$ cat config.mk
export PLATFORM = sky130hd
export DESIGN_NAME = tick_countdown_flat
export DESIGN_NICKNAME = d
export VERILOG_FILES = /design/src/rtl/tick_countdown_if.sv /design/src/rtl/tick_countdown.sv /design/src/flat_wrapper.sv
export SDC_FILE = /design/constraint.sdc
export NUM_CORES = 1
export LEC_CHECK = 0
export CORE_ASPECT_RATIO = 2
export CORE_MARGIN = 5
export CORE_UTILIZATION = 55
export DETAILED_ROUTE_END_ITERATION = 8
export PLACE_DENSITY = 0.88
export REMOVE_ABC_BUFFERS = 1
export SLEW_MARGIN = 20
export SYNTH_ARGS = -nofsm -noshare
export SYNTH_HDL_FRONTEND = slang
export SYNTH_SLANG_ARGS = --single-unit
$ cat constraint.sdc
create_clock -name clk -period 2.5 [get_ports clk]
set_input_delay 0.5 -clock clk [delete_from_list [all_inputs] [get_ports clk]]
set_output_delay 0.5 -clock clk [all_outputs]
set_load 0.02 [all_outputs]
$ cat src/rtl/tick_countdown_if.sv
// Control and status bundle for tick_countdown: time-base controls, tick outputs
// and the countdown command/status signals.
interface tick_countdown_if #(
    parameter int unsigned STAGES = 4,
    parameter int unsigned CNT_W  = 12
);
    localparam int unsigned SEL_W = (STAGES > 1) ? $clog2(STAGES) : 1;

    logic              en;
    logic              clr;
    logic [STAGES-1:0] tick;
    logic [SEL_W-1:0]  sel;
    logic [CNT_W-1:0]  load_val;
    logic              start;
    logic              stop;
    logic              abort;
    logic [CNT_W-1:0]  remaining;
    logic              busy;
    logic              done;

    modport master (
        output en, clr, sel, load_val, start, stop, abort,
        input  tick, remaining, busy, done
    );

    modport slave (
        input  en, clr, sel, load_val, start, stop, abort,
        output tick, remaining, busy, done
    );
endinterface

$ cat src/rtl/tick_countdown.sv
// Prescaled time base with a cascade of slower tick stages, plus a countdown channel
// that decrements a loaded value on a selectable tick.
module tick_countdown #(
    parameter int unsigned CLK_DIV   = 50000,
    parameter int unsigned STAGES    = 4,
    parameter int unsigned STAGE_DIV = 10,
    parameter int unsigned CNT_W     = 12
) (
    input  logic              clk,
    input  logic              rst_n,
    tick_countdown_if.slave   bus
);
    localparam int unsigned PC_W  = $clog2(CLK_DIV);
    localparam int unsigned SC_W  = $clog2(STAGE_DIV);
    localparam int unsigned SEL_W = (STAGES > 1) ? $clog2(STAGES) : 1;
    localparam int unsigned NSC   = (STAGES > 1) ? STAGES - 1 : 1;

    localparam logic [PC_W-1:0]  PC_MAX  = PC_W'(CLK_DIV - 1);
    localparam logic [SC_W-1:0]  SC_MAX  = SC_W'(STAGE_DIV - 1);
    localparam logic [SEL_W-1:0] SEL_MAX = SEL_W'(STAGES - 1);

    typedef enum logic [1:0] {StIdle, StRun, StPause} state_e;

    logic [PC_W-1:0]   pc_q, pc_d;
    logic [SC_W-1:0]   sc_q [NSC];
    logic [SC_W-1:0]   sc_d [NSC];
    logic [STAGES-1:0] s;
    logic [STAGES-1:0] tick_q;

    state_e            state_q, state_d;
    logic [CNT_W-1:0]  rem_q, rem_d;
    logic [SEL_W-1:0]  sel_q, sel_d;
    logic              busy_q, busy_d;
    logic              done_q, done_d;
    logic [SEL_W-1:0]  sel_clamped;
    logic              cd_strobe;

    // Time base: strobes already carry en and clr, so everything downstream is frozen too.
    always_comb begin
        pc_d = pc_q;
        if (bus.clr) begin
            pc_d = '0;
        end else if (bus.en) begin
            pc_d = (pc_q == PC_MAX) ? '0 : pc_q + 1'b1;
        end
    end

    always_comb begin
        s     = '0;
        sc_d  = sc_q;
        s[0]  = bus.en & ~bus.clr & (pc_q == PC_MAX);
        for (int k = 0; k < int'(STAGES) - 1; k++) begin
            if (s[k]) begin
                sc_d[k] = (sc_q[k] == SC_MAX) ? '0 : sc_q[k] + 1'b1;
            end
            s[k+1] = s[k] & (sc_q[k] == SC_MAX);
        end
        if (bus.clr) begin
            for (int k = 0; k < int'(NSC); k++) begin
                sc_d[k] = '0;
            end
        end
    end

    always_ff @(posedge clk or negedge rst_n) begin
        if (!rst_n) begin
            pc_q   <= '0;
            tick_q <= '0;
            for (int k = 0; k < int'(NSC); k++) begin
                sc_q[k] <= '0;
            end
        end else begin
            pc_q   <= pc_d;
            tick_q <= s;
            sc_q   <= sc_d;
        end
    end

    assign sel_clamped = (bus.sel > SEL_MAX) ? SEL_MAX : bus.sel;
    assign cd_strobe   = s[sel_q];

    // Priority: abort > stop > start > strobe.
    always_comb begin
        state_d = state_q;
        rem_d   = rem_q;
        sel_d   = sel_q;
        done_d  = 1'b0;
        if (bus.abort) begin
            state_d = StIdle;
            rem_d   = '0;
        end else begin
            unique case (state_q)
                StIdle: begin
                    if (bus.start) begin
                        if (bus.load_val != '0) begin
                            state_d = StRun;
                            rem_d   = bus.load_val;
                            sel_d   = sel_clamped;
                        end else begin
                            done_d = 1'b1;
                        end
                    end
                end
                StRun: begin
                    if (bus.stop) begin
                        state_d = StPause;
                    end else if (cd_strobe) begin
                        if (rem_q == CNT_W'(1)) begin
                            rem_d   = '0;
                            done_d  = 1'b1;
                            state_d = StIdle;
                        end else begin
                            rem_d = rem_q - 1'b1;
                        end
                    end
                end
                StPause: begin
                    if (bus.start) begin
                        state_d = StRun;
                    end
                end
                default: begin
                    state_d = StIdle;
                    rem_d   = '0;
                end
            endcase
        end
        busy_d = (state_d != StIdle);
    end

    always_ff @(posedge clk or negedge rst_n) begin
        if (!rst_n) begin
            state_q <= StIdle;
            rem_q   <= '0;
            sel_q   <= '0;
            busy_q  <= 1'b0;
            done_q  <= 1'b0;
        end else begin
            state_q <= state_d;
            rem_q   <= rem_d;
            sel_q   <= sel_d;
            busy_q  <= busy_d;
            done_q  <= done_d;
        end
    end

    assign bus.tick      = tick_q;
    assign bus.remaining = rem_q;
    assign bus.busy      = busy_q;
    assign bus.done      = done_q;
endmodule

$ cat src/flat_wrapper.sv
// flat-port wrapper written by rule: the top's interface ports become plain ports
module tick_countdown_flat 
#(
    parameter int unsigned CLK_DIV   = 50000,
    parameter int unsigned STAGES    = 4,
    parameter int unsigned STAGE_DIV = 10,
    parameter int unsigned CNT_W     = 12
)
  (clk, rst_n, bus_en, bus_clr, bus_sel, bus_load_val, bus_start, bus_stop, bus_abort, bus_tick, bus_remaining, bus_busy, bus_done);
  tick_countdown_if #(.STAGES(STAGES), .CNT_W(CNT_W)) bus_i ();
  input  logic clk;
  input  logic rst_n;
  input wire logic [$bits(bus_i.en)-1:0] bus_en;
  input wire logic [$bits(bus_i.clr)-1:0] bus_clr;
  input wire logic [$bits(bus_i.sel)-1:0] bus_sel;
  input wire logic [$bits(bus_i.load_val)-1:0] bus_load_val;
  input wire logic [$bits(bus_i.start)-1:0] bus_start;
  input wire logic [$bits(bus_i.stop)-1:0] bus_stop;
  input wire logic [$bits(bus_i.abort)-1:0] bus_abort;
  output wire logic [$bits(bus_i.tick)-1:0] bus_tick;
  output wire logic [$bits(bus_i.remaining)-1:0] bus_remaining;
  output wire logic [$bits(bus_i.busy)-1:0] bus_busy;
  output wire logic [$bits(bus_i.done)-1:0] bus_done;
  assign bus_i.en = bus_en;
  assign bus_i.clr = bus_clr;
  assign bus_i.sel = bus_sel;
  assign bus_i.load_val = bus_load_val;
  assign bus_i.start = bus_start;
  assign bus_i.stop = bus_stop;
  assign bus_i.abort = bus_abort;
  assign bus_tick = bus_i.tick;
  assign bus_remaining = bus_i.remaining;
  assign bus_busy = bus_i.busy;
  assign bus_done = bus_i.done;
  tick_countdown #(.CLK_DIV(CLK_DIV), .STAGES(STAGES), .STAGE_DIV(STAGE_DIV), .CNT_W(CNT_W)) u_core (.clk(clk), .rst_n(rst_n), .bus(bus_i));
endmodule
==> results.json, run 1 <==
{
  "clkTransAtPathRegs_ns": 0.08,
  "startpoint_type": "input port",
  "track_usage": 0.237,
  "max_clock_freq_ghz": 0.467,
  "area_growth_pct": 19.1,
  "hold_violations": 0,
  "ant_nets": 0,
  "grt_pass1_vias": 2663,
  "clockBufferDepth": 2,
  "max-vdd-ir-drop_mv": 0.388,
  "cts_root_buf": "clkbuf_8",
  "die_h_um": 114,
  "start_util": 0.570,
  "status": "completed",
  "syn_area_um2": 2960,
  "cts_tree": "done",
  "grt_pass1_wl_mm": 12.5,
  "r2r_slack_ns": 0.42,
  "grt_max_degree": 28,
  "setup_tns_ns": 0,
  "portBuffers": 38,
  "gr-usage-met3": 0.0419,
  "yosysWarnings": 0,
  "end_kind": "flip-flop",
  "rows": 37,
  "drtIter0Drc": 258,
  "antennaDiodeCount": 0,
  "final.setup_skew_ns": 0.00588,
  "slowest_delay_ns": 0.46,
  "coreArea_um2": 5180,
  "h-tree-depth": 2,
  "met1_usage": 0.255,
  "clk_latency_ns": 0.31,
  "min_period_over_period": 0.856,
  "vias": 2660,
  "cts-buffers-inserted": 5,
  "slew_headroom": 0.494,
  "synth.distinct_cells": 58,
  "hpwl_mm": 5.72,
  "finalCriticalPeriod_ns": 2.14,
  "ys_ff_latch": 50,
  "post-cts-setup-buffers": 0,
  "syn_inst": 326,
  "p_per_area_nw_per_um2": 519,
  "cp_common_cell": "o21ai_0",
  "crit_fanout": 8,
  "grt_overflow": 0,
  "seq_area_frac_synth": 0.423,
  "wl_per_cell_um": 17.7,
  "finalPower_w": 0.00183,
  "die_x_um": 61.8,
  "dr.pass1.iters": 4,
  "fin_nets": 400,
  "drive_gt1_frac": 0.103,
  "path_cells": "clkdlybuf4s50_1 -> nand2b_1 -> a2111oi_2 -> a21o_2 -> o21ai_4 -> buf_4 -> o21ai_0 -> o21ai_0",
  "critPathKind": "input port to flip-flop",
  "via_per_inst": 6.21,
  "final_common_cell": "dfrtp_1",
  "syn_avg_cell_area_um2": 9.07,
  "grtUsageMet2": 0.428,
  "rsz0062_at_grt": "false",
  "cp.arrival_ns": 2.32,
  "tightest_slew_ns": 0.756,
  "setup_violations": 0,
  "crit_path_top_delay_cell": "clkdlybuf4s50_1",
  "hold_path_class": "input port to asynchronous set/reset pin",
  "gp_congestion": 1.01,
  "grt_busiest_layer": "met2",
  "worst-endpoint-required_ns": 2.68,
  "clock-sinks": 50,
  "antenna_found_initial": 0,
  "holdWs_ns": 0.203,
  "slew_viol_final": 0,
  "io_pins": 39,
  "die-area_um2": 7030,
  "detail_route.wirelength_mm": 7.58,
  "final_cell_mix": "dfrtp_1, o21ai_0, clkdlybuf4s50_1",
  "p_leak_nw": 1.54,
  "post-route-drc-count": 0,
  "max-cap-violations": 0
}
-- routing by layer --
layer  wire length [um]  vias up
li1                   -     1281
met1               2810     1283
met2               4210       86
met3                391       10
met4                170        0
met5                  0        -
-- sequential cells by signal (all words and copies together), names as in the netlist --
signal                flops
u_core.pc_q              16
u_core.bus.busy           1
u_core.sc_q              12
u_core.sel_q              2
u_core.bus.remaining     12
u_core.bus.tick           4
u_core.bus.done           1
u_core.state_q            2
-- synthesized netlist by cell type, drive strengths merged --
library cell  instances  area [um^2]
buf                   4         28.8
a21boi                2         15.0
nor2b                 4         25.0
nand3b                5         37.5
nand4                 6         37.5
a31oi                 2         12.5
xnor2                 2         17.5
nand2                32          135
and3                  6         43.8
nand2b                3         26.3
inv                  12         50.1
a2111oi               1         15.0
and4                  1         11.3
or2                   1         6.26
nor2                 30          120
or4                   1         7.51
a21o                  1         8.76
xor2                  4         35.0
a22o                  1         8.76
clkbuf                7         26.3
o41ai                 1         8.76
a311o                 1         10.0
o2bb2ai               1         8.76
ha                    9          113
or3                   4         26.3
mux2i                 5         50.1
and4bb                1         12.5
o31ai                10         75.1
nand4b                1         23.8
and2                  5         33.8
nor3                 10         50.1
a22oi                 4         30.0
a21oi                21          105
o21ai                43          230
nor4                 10         96.4
nor3b                 3         22.5
o211ai                1         7.51
mux2                  2         22.5
and3b                 2         17.5
a32oi                 2         17.5
o22ai                 1         6.26
dfrtp                50         1250
nand3                14         70.1
-- worst paths after layout --
path / startpoint / end / cells after the start
worst max-delay path: bus_clr / u_core.bus.remaining[10]$_DFFE_PN0P_ / 8
max in group asynchronous: rst_n / u_core.pc_q[1]$_DFFE_PN0P_ / 2
min in group clk: u_core.pc_q[14]$_DFFE_PN0P_ / u_core.pc_q[14]$_DFFE_PN0P_ / 1
worst min-delay path: rst_n / u_core.bus.tick[3]$_DFF_PN0_ / 1
worst max register to register: u_core.sc_q[9]$_DFFE_PN0P_ / u_core.bus.remaining[10]$_DFFE_PN0P_ / 9
worst min register to register: u_core.pc_q[14]$_DFFE_PN0P_ / u_core.pc_q[14]$_DFFE_PN0P_ / 1
-- worst max-delay path, delay by kind of cell --
kind	cells	cell delay (ns)
and+or+nand+nor	1	0.24
buffers and inverters	2	0.62
AOI/OAI and AO/OA	5	0.96
-- cell families (layout without fill, tap and decap cells) --
group / after synthesis / count (layout) / share of synthesized area
buffers and inverters: 23 / 67 / 0.0356
AO/OA/AOI/OAI: 92 / 92 / 0.189
flip-flops: 50 / 50 / 0.423
adder cells (fa/ha/maj): 9 / 9 / 0.0381
XOR/XNOR: 6 / 6 / 0.0178
AND/OR/NAND/NOR: 139 / 139 / 0.272
multiplexers: 7 / 7 / 0.0245
-- report_power, final --
group | switching, W | total, W | internal (W)
logic | 0.000258 | 0.000453 | 0.000195
clock network | 0.000262 | 0.000455 | 0.000193
registers | 0.0000687 | 0.000920 | 0.000851
-- through the flow --
stage               setup WS, ns  utilization  instance area (um^2)  instances
global route               0.169        0.679                  3520        428
floorplan                  0.611            -                  2900        315
detailed placement        0.0578        0.663                  3440        421
global placement           0.129        0.663                  3440        421
CTS                        0.299        0.678                  3510        428
finish                     0.360        0.679                  3520        428
-- timing repair --
action                                  in CTS  in global routing
resized for setup                            0                  1
hold buffers                                 0                  0
endpoints found under the setup margin       0                  3
-- area by class of cell --
type	instances	area [um^2]
timing repair buffer	48	463
sequential	50	1250
tap	58	72.6
inverter	12	50.0
fill	419	1660
multi-input combinational	253	1610
clock buffer	7	76.3
Power figures use the tool's default switching activity.
==> run 2: changes to the inputs <==
--- a/config.mk
+++ b/config.mk
@@ -11,7 +11,7 @@
 export DETAILED_ROUTE_END_ITERATION = 8
 export PLACE_DENSITY = 0.88
 export REMOVE_ABC_BUFFERS = 1
-export SLEW_MARGIN = 20
+export SLEW_MARGIN = 25
 export SYNTH_ARGS = -nofsm -noshare
 export SYNTH_HDL_FRONTEND = slang
 export SYNTH_SLANG_ARGS = --single-unit
==> results of run 2 <==
No change in the layout: final DEF, timing and power equal those of run 1.
